File: src/rtl/pudp_pkg.sv
// rtl/pudp_pkg.sv - shared PUDP framing types, widths and helpers
// Purpose : common definitions for the PUDP encoder/decoder pair.
// Contents: PUDP_TID_W / PUDP_BYTE_W widths, decoder FSM state type,
//           pudp_type_byte() which builds the canonical type byte for a tid.
package pudp_pkg;

    localparam int PUDP_TID_W  = 2;
    localparam int PUDP_BYTE_W = 8;

    typedef enum logic [1:0] {
        FSM_IDLE  = 2'd0,
        FSM_FIRST = 2'd1,
        FSM_DATA  = 2'd2
    } pudp_fsm_e;

    // Canonical type byte: channel id in the low bits, everything else zero.
    function automatic logic [PUDP_BYTE_W-1:0] pudp_type_byte(input logic [PUDP_TID_W-1:0] tid);
        return {{(PUDP_BYTE_W-PUDP_TID_W){1'b0}}, tid};
    endfunction

endpackage

File: src/rtl/pudp_sat_cnt.sv
// rtl/pudp_sat_cnt.sv - width-parameterised saturating event counter
// Purpose : counts single-cycle increment pulses, sticking at all-ones.
// Ports   : clki/rstni clock and async active-low reset,
//           inc_i increment pulse, count_o current count.
module pudp_sat_cnt #(
    parameter int WIDTH = 16
) (
    input  logic             clki,
    input  logic             rstni,
    input  logic             inc_i,
    output logic [WIDTH-1:0] count_o
);

    logic [WIDTH-1:0] count_q;
    logic [WIDTH-1:0] count_d;

    always_comb begin
        count_d = count_q;
        if (inc_i && (count_q != {WIDTH{1'b1}})) begin
            count_d = count_q + WIDTH'(1);
        end
    end

    always_ff @(posedge clki or negedge rstni) begin
        if (!rstni) begin
            count_q <= '0;
        end else begin
            count_q <= count_d;
        end
    end

    assign count_o = count_q;

endmodule

File: src/rtl/pudp_decode.sv
// rtl/pudp_decode.sv - PUDP receive-side deframer with checksum check
// Purpose : strips [type][data..][checksum,tlast] framing, emits payload on an
//           AXI-Stream master with tid, flags bad frames via tuser on tlast.
// Ports   : clki/rstni           clock, async active-low reset
//           s_axis_*             framed byte stream in (tdata/tvalid/tready/tlast)
//           m_axis_*             payload out (tdata/tvalid/tready/tlast/tid/tuser)
//           frame_ok/frame_err   one-cycle per-frame status pulses
//           ok_cnt/err_cnt       saturating good/bad frame counts
module pudp_decode
    import pudp_pkg::*;
#(
    parameter int CNT_W = 16
) (
    input  logic                   clki,
    input  logic                   rstni,
    output logic                   s_axis_tready,
    input  logic                   s_axis_tvalid,
    input  logic                   s_axis_tlast,
    input  logic [PUDP_BYTE_W-1:0] s_axis_tdata,
    input  logic                   m_axis_tready,
    output logic                   m_axis_tvalid,
    output logic                   m_axis_tlast,
    output logic [PUDP_BYTE_W-1:0] m_axis_tdata,
    output logic [PUDP_TID_W-1:0]  m_axis_tid,
    output logic                   m_axis_tuser,
    output logic                   frame_ok,
    output logic                   frame_err,
    output logic [CNT_W-1:0]       ok_cnt,
    output logic [CNT_W-1:0]       err_cnt
);

    pudp_fsm_e              state_q, state_d;
    logic [PUDP_BYTE_W-1:0] hold_q, hold_d;
    logic [PUDP_BYTE_W-1:0] chk_q, chk_d;
    logic [PUDP_TID_W-1:0]  tid_q, tid_d;
    logic                   bad_type_q, bad_type_d;

    logic                   mv_q, mv_d;
    logic                   mlast_q, mlast_d;
    logic                   muser_q, muser_d;
    logic [PUDP_BYTE_W-1:0] mdata_q, mdata_d;
    logic [PUDP_TID_W-1:0]  mtid_q, mtid_d;

    logic                   ok_q, ok_d;
    logic                   err_q, err_d;

    logic                   accept;
    logic                   frame_bad;

    // Only the DATA state loads the output register, so IDLE/FIRST may keep
    // accepting while a previous frame's last beat is stalled downstream.
    assign s_axis_tready = (state_q != FSM_DATA) | ~mv_q | m_axis_tready;
    assign accept        = s_axis_tvalid & s_axis_tready;
    assign frame_bad     = ((chk_q ^ s_axis_tdata) != '0) | bad_type_q;

    always_comb begin
        state_d    = state_q;
        hold_d     = hold_q;
        chk_d      = chk_q;
        tid_d      = tid_q;
        bad_type_d = bad_type_q;
        mv_d       = mv_q;
        mlast_d    = mlast_q;
        muser_d    = muser_q;
        mdata_d    = mdata_q;
        mtid_d     = mtid_q;
        ok_d       = 1'b0;
        err_d      = 1'b0;

        if (mv_q && m_axis_tready) begin
            mv_d = 1'b0;
        end

        if (accept) begin
            case (state_q)
                FSM_IDLE: begin
                    if (s_axis_tlast) begin
                        err_d = 1'b1;
                    end else begin
                        tid_d      = s_axis_tdata[PUDP_TID_W-1:0];
                        chk_d      = s_axis_tdata;
                        bad_type_d = (s_axis_tdata != pudp_type_byte(s_axis_tdata[PUDP_TID_W-1:0]));
                        state_d    = FSM_FIRST;
                    end
                end
                FSM_FIRST: begin
                    if (s_axis_tlast) begin
                        err_d   = 1'b1;
                        state_d = FSM_IDLE;
                    end else begin
                        hold_d  = s_axis_tdata;
                        chk_d   = chk_q ^ s_axis_tdata;
                        state_d = FSM_DATA;
                    end
                end
                FSM_DATA: begin
                    // The held byte is released now that we know whether the
                    // current beat is the checksum.
                    mv_d    = 1'b1;
                    mdata_d = hold_q;
                    mtid_d  = tid_q;
                    if (s_axis_tlast) begin
                        mlast_d = 1'b1;
                        muser_d = frame_bad;
                        ok_d    = ~frame_bad;
                        err_d   = frame_bad;
                        state_d = FSM_IDLE;
                    end else begin
                        mlast_d = 1'b0;
                        muser_d = 1'b0;
                        hold_d  = s_axis_tdata;
                        chk_d   = chk_q ^ s_axis_tdata;
                    end
                end
                default: begin
                    state_d = FSM_IDLE;
                end
            endcase
        end
    end

    always_ff @(posedge clki or negedge rstni) begin
        if (!rstni) begin
            state_q    <= FSM_IDLE;
            hold_q     <= '0;
            chk_q      <= '0;
            tid_q      <= '0;
            bad_type_q <= 1'b0;
            mv_q       <= 1'b0;
            mlast_q    <= 1'b0;
            muser_q    <= 1'b0;
            mdata_q    <= '0;
            mtid_q     <= '0;
            ok_q       <= 1'b0;
            err_q      <= 1'b0;
        end else begin
            state_q    <= state_d;
            hold_q     <= hold_d;
            chk_q      <= chk_d;
            tid_q      <= tid_d;
            bad_type_q <= bad_type_d;
            mv_q       <= mv_d;
            mlast_q    <= mlast_d;
            muser_q    <= muser_d;
            mdata_q    <= mdata_d;
            mtid_q     <= mtid_d;
            ok_q       <= ok_d;
            err_q      <= err_d;
        end
    end

    // Counters advance on the same edge that raises the matching pulse.
    pudp_sat_cnt #(.WIDTH(CNT_W)) u_ok_cnt (
        .clki    (clki),
        .rstni   (rstni),
        .inc_i   (ok_d),
        .count_o (ok_cnt)
    );

    pudp_sat_cnt #(.WIDTH(CNT_W)) u_err_cnt (
        .clki    (clki),
        .rstni   (rstni),
        .inc_i   (err_d),
        .count_o (err_cnt)
    );

    assign m_axis_tvalid = mv_q;
    assign m_axis_tlast  = mlast_q;
    assign m_axis_tuser  = muser_q;
    assign m_axis_tdata  = mdata_q;
    assign m_axis_tid    = mtid_q;
    assign frame_ok      = ok_q;
    assign frame_err     = err_q;

endmodule

File: config.mk
export PLATFORM = sky130hd
export DESIGN_NAME = pudp_decode
export DESIGN_NICKNAME = d
export VERILOG_FILES = /design/src/rtl/pudp_pkg.sv /design/src/rtl/pudp_sat_cnt.sv /design/src/rtl/pudp_decode.sv
export SDC_FILE = /design/constraint.sdc
export NUM_CORES = 1
export LEC_CHECK = 0
export ABC_AREA = 1
export BUFFER_PORTS_ARGS = -buffer_cell sky130_fd_sc_hd__buf_2
export CELL_PAD_IN_SITES_DETAIL_PLACEMENT = 1
export CELL_PAD_IN_SITES_GLOBAL_PLACEMENT = 1
export CORE_MARGIN = 2
export CORE_UTILIZATION = 37
export DETAILED_ROUTE_END_ITERATION = 6
export GPL_TIMING_DRIVEN = 1
export PLACE_DENSITY_LB_ADDON = 0.12
export RECOVER_POWER = 25
export SETUP_SLACK_MARGIN = 0.1
export SLEW_MARGIN = 20
export SYNTH_ARGS = -nofsm -noshare
export SYNTH_HDL_FRONTEND = slang
export SYNTH_SLANG_ARGS = --single-unit
File: constraint.sdc
create_clock -name clki -period 1.8 [get_ports clki]
set_clock_uncertainty 0.2 [all_clocks]
set_input_delay 0.09 -clock clki [delete_from_list [all_inputs] [get_ports clki]]
set_output_delay 0.09 -clock clki [all_outputs]
set_load 0.1 [all_outputs]
==> results of run 1 <==
-- per-stage QoR --
step                hold slack, ns  util (%)
floorplan                   -0.406         -
global placement           -0.0539      48.1
detailed placement         -0.0551      48.1
CTS                        0.00161      55.8
global route               -0.0291      59.7
finish                     -0.0398      59.7
-- synth_stat cells (2+ instances only) --
master    number
dfrtp_1       68
nor2_1        28
nor2_2         5
o211ai_1       7
nor3_1         4
xnor2_1        6
clkbuf_1       4
o21ai_1        8
o21ai_0       18
xor2_1         6
nand3_2        2
nor2_4         3
buf_6          4
nor3_2         3
nand2_2        7
nand4_2        2
nand4_1       34
ha_1           7
inv_1         59
nand3_1       26
nand2_1      176
buf_2          3
-- final cells by class --
| cell class | instances | area (sq um) |
|---|---|---|
| Fill cell | 1199 | 3980 |
| Multi-Input combinational cell | 352 | 2260 |
| Sequential cell | 68 | 1790 |
| Timing Repair Buffer | 159 | 1230 |
| Inverter | 61 | 233 |
| Tap cell | 133 | 166 |
| Clock buffer | 10 | 138 |
| Clock inverter | 6 | 63.8 |
| Timing Repair inverter | 1 | 7.51 |
-- placed cells by master (no fill, tap or decap), types with 12 or more instances in the layout --
master / n
dfrtp_2: 16
o21ai_1: 15
nor2_1: 21
inv_1: 47
buf_2: 58
nand4_1: 34
dlygate4sd3_1: 16
nor2_4: 12
nand3_1: 13
nand2_1: 128
dfrtp_4: 18
buf_4: 64
inv_2: 13
dfrtp_1: 34
nand2_2: 47
-- power by group through the flow --
stage | Combinational (W) | Clock, W | Sequential, W
final | 0.00421 | 0.00133 | 0.00228
after global routing | 0.00447 | 0.00141 | 0.00232
after CTS | 0.00379 | 0.00136 | 0.00223
after detailed placement | 0.00328 | 0 | 0.00224
after global placement | 0.00318 | 0 | 0.00222
after floorplan | 0.00125 | 0 | 0.00336
-- layer usage --
metal | vias to the layer above | global-route usage, %
li1 | 1906 | -
met1 | 1926 | 26.8
met2 | 75 | 41.7
met3 | 24 | 3.49
met4 | 0 | 8.10
met5 | - | 0
-- repair_timing --
action	CTS	global route
gates resized for setup	56	87
hold endpoints to repair	88	3
hold buffers	16	1
buffers inserted	21	17
endpoints found under the setup margin	54	67
cloned	4	2
pin swaps	32	46
-- worst max-delay path by stage --
stage | from | cells past startpoint | to | slack [ns]
2_1_floorplan | m_axis_tvalid | 8 | chk_q[6] | -0.20
3_3_place_gp | chk_q[5] | 9 | u_err_cnt.count_o[0] | 0.02
3_5_place_dp | state_q[1] | 8 | u_err_cnt.count_o[6] | -0.07
4_1_cts | state_q[0] | 10 | u_ok_cnt.count_o[0] | -0.03
5_1_grt | chk_q[2] | 11 | u_ok_cnt.count_o[14] | -0.17
6_report | state_q[0] | 10 | u_ok_cnt.count_o[2] | -0.07
-- cells by family (layout without fill, tap and decap cells) --
family | count (synthesis) | after routing | share of synthesized area [%]
DFF | 68 | 68 | 45.0
AOI/OAI and AO/OA | 37 | 37 | 5.56
and+or+nand+nor | 294 | 296 | 36.1
xor gates and xnor gates | 12 | 12 | 2.78
adders and majority gates | 7 | 7 | 2.32
buffers and inverters | 73 | 237 | 8.24
-- registers in the layout, indices dropped and copies added (netlist names) --
signal / cells
hold_q: 8
frame_err: 1
u_err_cnt.count_o: 16
u_ok_cnt.count_o: 16
bad_type_q: 1
m_axis_tvalid: 1
chk_q: 8
m_axis_tuser: 1
m_axis_tid: 2
m_axis_tdata: 8
state_q: 2
m_axis_tlast: 1
tid_q: 2
frame_ok: 1
-- worst reg2reg max path: stages, from the launching register on --
cell     delay, ns
dfrtp_1       0.40
inv_2         0.10
ha_4          0.15
nand3_4       0.09
nor2_4        0.12
nand4_1       0.20
nor2_4        0.17
buf_6         0.15
nand2_2       0.06
nand2_1       0.07
nand2_1       0.05
==> out/qor.yml, run 1 <==
setup_path:
  crit_type: "reg -> reg"
  cp_slowest_cell: "dfrtp_1"
  reg2reg_from: "state_q[0]"
  crit_chain: "inv_2 -> ha_4 -> nand3_4 -> nor2_4 -> nand4_1 -> nor2_4 -> buf_6 -> nand2_2 -> nand2_1 -> nand2_1"
  critPathMaxFanout: 6
  worstPathRequired_ns: 1.86
  path_buf_inv: 2
  worst_setup_path_end_kind: "register"
  arrival_ns: 1.92
  reg2reg_setup_slack_ns: -0.07
  critical_path.max_stage_delay_ns: 0.40
  rr_endpoint: "u_ok_cnt.count_o[2]"
  path_delay_family: "simple AND/OR/NAND/NOR gates"
  r2r_cells: 10
  worst_setup_path_start_kind: "register"
detailed_routing:
  antenna_left: 0
  drtIter0Drc: 145
  wl_met1_microns: 5320
  wl_met2_microns: 7260
  avgRoutedWirePerCell_microns: 16.7
  finalWirelength_microns: 13200
  vias: 3931
  drt_first_pass_iters: 4
  drc: 0
  wl_met3_microns: 320
  vias_per_cell: 4.98
  top_layer: "met4"
status:
  outcome: "finished, violations left"
  violations: "hold timing, setup timing"
cells_and_area:
  fin_cells: 790
  nets: 672
  drive_gt1_share_pct: 48.7
  diodes: 0
  area_growth_pct: 55.7
  final_cell_area_sq_um: 5890
synthesis:
  synth-seq-area-share_pct: 45.0
  synth_edf_count: 0
  synth_area_leader_cell: "dfrtp_1"
  syn_area_per_cell_sq_um: 7.70
  ys_seq_elements: 68
  ys_warn_count: 0
  synth_ff_type: "dfrtp_1"
  syn-cell-area_sq_um: 3780
  syn_nets: 511
  synth_cells: 491
  synthTopCellsByArea: "dfrtp_1 (45%), nand2_1 (17%), inv_1 (5.9%)"
  yosysTopAreaCellShare_pct: 45.0
  async_flop_share_pct: 100
  synth_cell_types: 33
timing:
  rsz0062_at_grt: "true"
  setup_ws_ns: -0.0675
  finalCritPeriodShare_pct: 104
  hold_viol_final: 2
  timing.fmax_mhz: 535
  min_period_ns: 1.87
  finalSetupViolations: 25
  tns_ns: -0.503
  slew_headroom_pct: 35.1
  whs_ns: -0.0398
  final_max_slew_viol_count: 0
  worst_slew_pin_slew_ns: 0.974
global_route:
  grt_pass1_wl_microns: 20100
  grt_pass1_vias: 4121
  grt_overflow: 0
  grt_max_degree: 69
  antenna_found_initial: 0
  gr-usage-all-layers_pct: 22.8
die:
  die_w_microns: 105
  pin_count: 61
  die-area_sq_um: 11000
  fp.dieH_microns: 105
  initial_core_util_pct: 38.3
  rows: 36
  core_sq_um: 9860
run:
  maxCapViolCount: 0
power_and_ir_drop:
  ir_worst_vdd_mv: 0.864
  clkPwrFrac_pct: 17.0
  power_per_cell_area_nw_per_um2: 1330
  p_sw_w: 0.00377
  swShare_pct: 48.3
  p_int_w: 0.00404
  power.total_w: 0.00781
  seq_power_share_pct: 29.2
  power.leakage_nw: 2.90
  pwr-share-comb_pct: 53.8
min_path:
  hp-class: "in -> reg"
  min-delay-start: "s_axis_tdata[7]"
  hold_depth: 4
  hold_end: "chk_q[7]"
cts:
  clock-sinks: 68
  cts_buffers: 9
  cts_tree: "built"
  clockBufferDepth: 2
  root_buffer: "clkbuf_8"
  clkTransAtPathRegs_ns: 0.08
  insertion_delay_ns: 0.36
  htree_levels: 3
place:
  io_buffer_count: 60
  placed_area_sq_um: 4750
  place_ws_ns: -0.0701
  place_congestion: 0.825
  dp_hpwl_microns: 7950
  placedCellCount: 715
Note: power is estimated with default switching activity, not from simulation.
==> run 2, diff against run 1 <==
CORE_UTILIZATION = 34   (was 37)
==> run 2 against run 1 <==
Effect of this change: the run ends with setup timing left; sequential power barely moved; setup slack lost 0.0060 ns; clock power shrank 8%; critical path depth rose by 2; design area fell by 1.6%; sequential share of layout area grew 0.50 points; register-to-register slack is essentially flat.
==> out/qor.yml, run 2 (same netlist as run 1, synthesis figures left out) <==
status:
  outcome: "finished, violations left"  # unchanged
  violations: "setup timing"  # was hold timing, setup timing
global_route:
  grt_max_degree: 69  # unchanged
  gr-usage-all-layers_pct: 21.1  # was 22.8%
  grt_pass1_wl_microns: 19600  # was 20,100 microns
  grt_overflow: 0  # unchanged
  antenna_found_initial: 1  # was 0
  grt_pass1_vias: 4102  # was 4,121
power_and_ir_drop:
  ir_worst_vdd_mv: 1.02  # was 0.864 mV
  power_per_cell_area_nw_per_um2: 1280  # was 1330 nW/um^2
  power.leakage_nw: 2.85  # was 2.90 nW
die:
  die-area_sq_um: 12000  # was 11,000 sq um
  initial_core_util_pct: 34.9  # was 38.3%
  rows: 38  # was 36
  pin_count: 61  # unchanged
  die_w_microns: 109  # was 105 microns
  fp.dieH_microns: 109  # was 105 microns
  core_sq_um: 10800  # was 9860 sq um
cts:
  clkTransAtPathRegs_ns: 0.08  # about the same
  htree_levels: 3  # unchanged
  root_buffer: "clkbuf_8"  # unchanged
  insertion_delay_ns: 0.36  # about the same
  cts_buffers: 9  # unchanged
  clockBufferDepth: 2  # unchanged
  cts_tree: "built"  # unchanged
  clock-sinks: 68  # unchanged
setup_path:
  critPathMaxFanout: 10  # was 6
  arrival_ns: 1.92  # about the same
  worstPathRequired_ns: 1.85  # was 1.86 ns
  reg2reg_setup_slack_ns: -0.06  # was -0.07 ns
  worst_setup_path_end_kind: "register"  # unchanged
  rr_endpoint: "u_ok_cnt.count_o[10]"  # was u_ok_cnt.count_o[2]
  r2r_cells: 12  # was 10
  reg2reg_from: "chk_q[2]"  # was state_q[0]
  crit_type: "in -> reg"  # was reg -> reg
  worst_setup_path_start_kind: "input pin"  # was register
timing:
  final_max_slew_viol_count: 0  # unchanged
  hold_viol_final: 0  # was 2
  timing.fmax_mhz: 534  # was 535 MHz
  slew_headroom_pct: 34.5  # was 35.1%
  min_period_ns: 1.87  # about the same
  rsz0062_at_grt: "true"  # unchanged
  whs_ns: 0.0221  # was -0.0398 ns
  worst_slew_pin_slew_ns: 0.982  # was 0.974 ns
  setup_ws_ns: -0.0736  # was -0.0675 ns
  finalSetupViolations: 41  # was 25
  finalCritPeriodShare_pct: 104  # about the same
detailed_routing:
  vias: 3923  # was 3,931
  drt_first_pass_iters: 4  # unchanged
  drc: 0  # unchanged
  vias_per_cell: 4.97  # was 4.98
  drtIter0Drc: 196  # was 145
  antenna_left: 0  # unchanged
  finalWirelength_microns: 12500  # was 13,200 microns
  avgRoutedWirePerCell_microns: 15.9  # was 16.7 microns
cells_and_area:
  utilization_pct: 53.4  # was 59.7%
  area_growth_pct: 53.2  # was 55.7%
  layout.cells.most_common: "nand2_1"  # unchanged
  nets: 664  # was 672
  drive_gt1_share_pct: 45.5  # was 48.7%
  layout_common_cells: "nand2_1 (147), buf_2 (59), buf_4 (54)"  # was nand2_1 (128), buf_4 (64), buf_2 (58)
  diodes: 0  # unchanged
min_path:
  hold_depth: 6  # was 4
  min-delay-start: "s_axis_tdata[3]"  # was s_axis_tdata[7]
  hp-class: "in -> reg"  # unchanged
  hold_end: "chk_q[3]"  # was chk_q[7]
place:
  place_congestion: 0.852  # was 0.825
  dp_hpwl_microns: 8110  # was 7950 microns
  io_buffer_count: 60  # unchanged
run:
  maxCapViolCount: 0  # unchanged
[run 2: cell count changes in the layout (fill, tap and decap cells not counted), sizes merged]
cell	before	now
buf	141	133
bufinv	1	0
clkbuf	12	11
clkinv	3	2
clkinvlp	4	3
dlygate4sd3	16	17
dlymetal6s4s	0	1
inv	60	62
[run 2: routing by layer]
metal / routed length (microns) / global-route usage (%) / share of wire, % / vias up
met5: 0 / 0 / 0 / -
met4: 286 / 8.86 / 2.3 / 0
met3: 274 / 3.02 / 2.2 / 19
met2: 6700 / 37.5 / 53 / 50
met1: 5280 / 25.3 / 42 / 1963
li1: - / - / - / 1891
[run 2: through the flow]
stage	setup TNS, ns	area (sq um)	setup WS (ns)	cells	total power (W)
detailed placement	-1.54	4740	-0.174	723	0.00542
CTS	-0.0868	5480	-0.0188	776	0.00706
global route	-6.36	5790	-0.219	789	0.00789
floorplan	-4.59	4010	-0.197	491	0.00461
finish	-1.27	5790	-0.0736	789	0.00744
global placement	-0.638	4740	-0.0918	723	0.00531
[run 2: critical path: stages]
cell	delay, ns
buf_2	0.10
dlygate4sd3_1	0.58
xor2_1	0.23
nor2_1	0.08
buf_4	0.16
nand3_4	0.11
nand2_2	0.11
nand2_4	0.13
buf_6	0.16
nand3_2	0.08
nand2_1	0.06
nand2_1	0.04
[run 2: power breakdown]
part	internal (W)	leakage (nW)	total, W	switching, W
combinational	0.00126	1.95	0.00394	0.00268
sequential	0.00195	0.822	0.00229	0.000344
clock	0.000547	0.0851	0.00122	0.000670
[run 2: worst max-delay path by stage]
stage	endpoint	slack (ns)	startpoint
6_report	u_err_cnt.count_o[13]	-0.07	s_axis_tdata[5]
5_1_grt	u_ok_cnt.count_o[13]	-0.22	chk_q[2]
4_1_cts	u_ok_cnt.count_o[10]	-0.02	chk_q[0]
3_5_place_dp	u_ok_cnt.count_o[4]	-0.17	state_q[0]
3_3_place_gp	u_ok_cnt.count_o[4]	-0.09	state_q[0]
2_1_floorplan	chk_q[6]	-0.20	m_axis_tvalid
[run 2: cell type report]
cell class | count | area (sq um)
Fill cell | 1311 | 5050
Multi-Input combinational cell | 352 | 2220
Sequential cell | 68 | 1790
Timing Repair Buffer | 152 | 1190
Inverter | 61 | 234
Tap cell | 140 | 175
Clock buffer | 10 | 138
Clock inverter | 6 | 48.8
[run 2: timing repair]
item / in CTS / in global routing
hold endpoints to repair: 88 / 3
cloned: 2 / 2
buffers inserted: 18 / 10
setup endpoints to repair: 53 / 56
pin swaps: 28 / 26
hold buffers: 17 / 1
gates resized for setup: 68 / 63
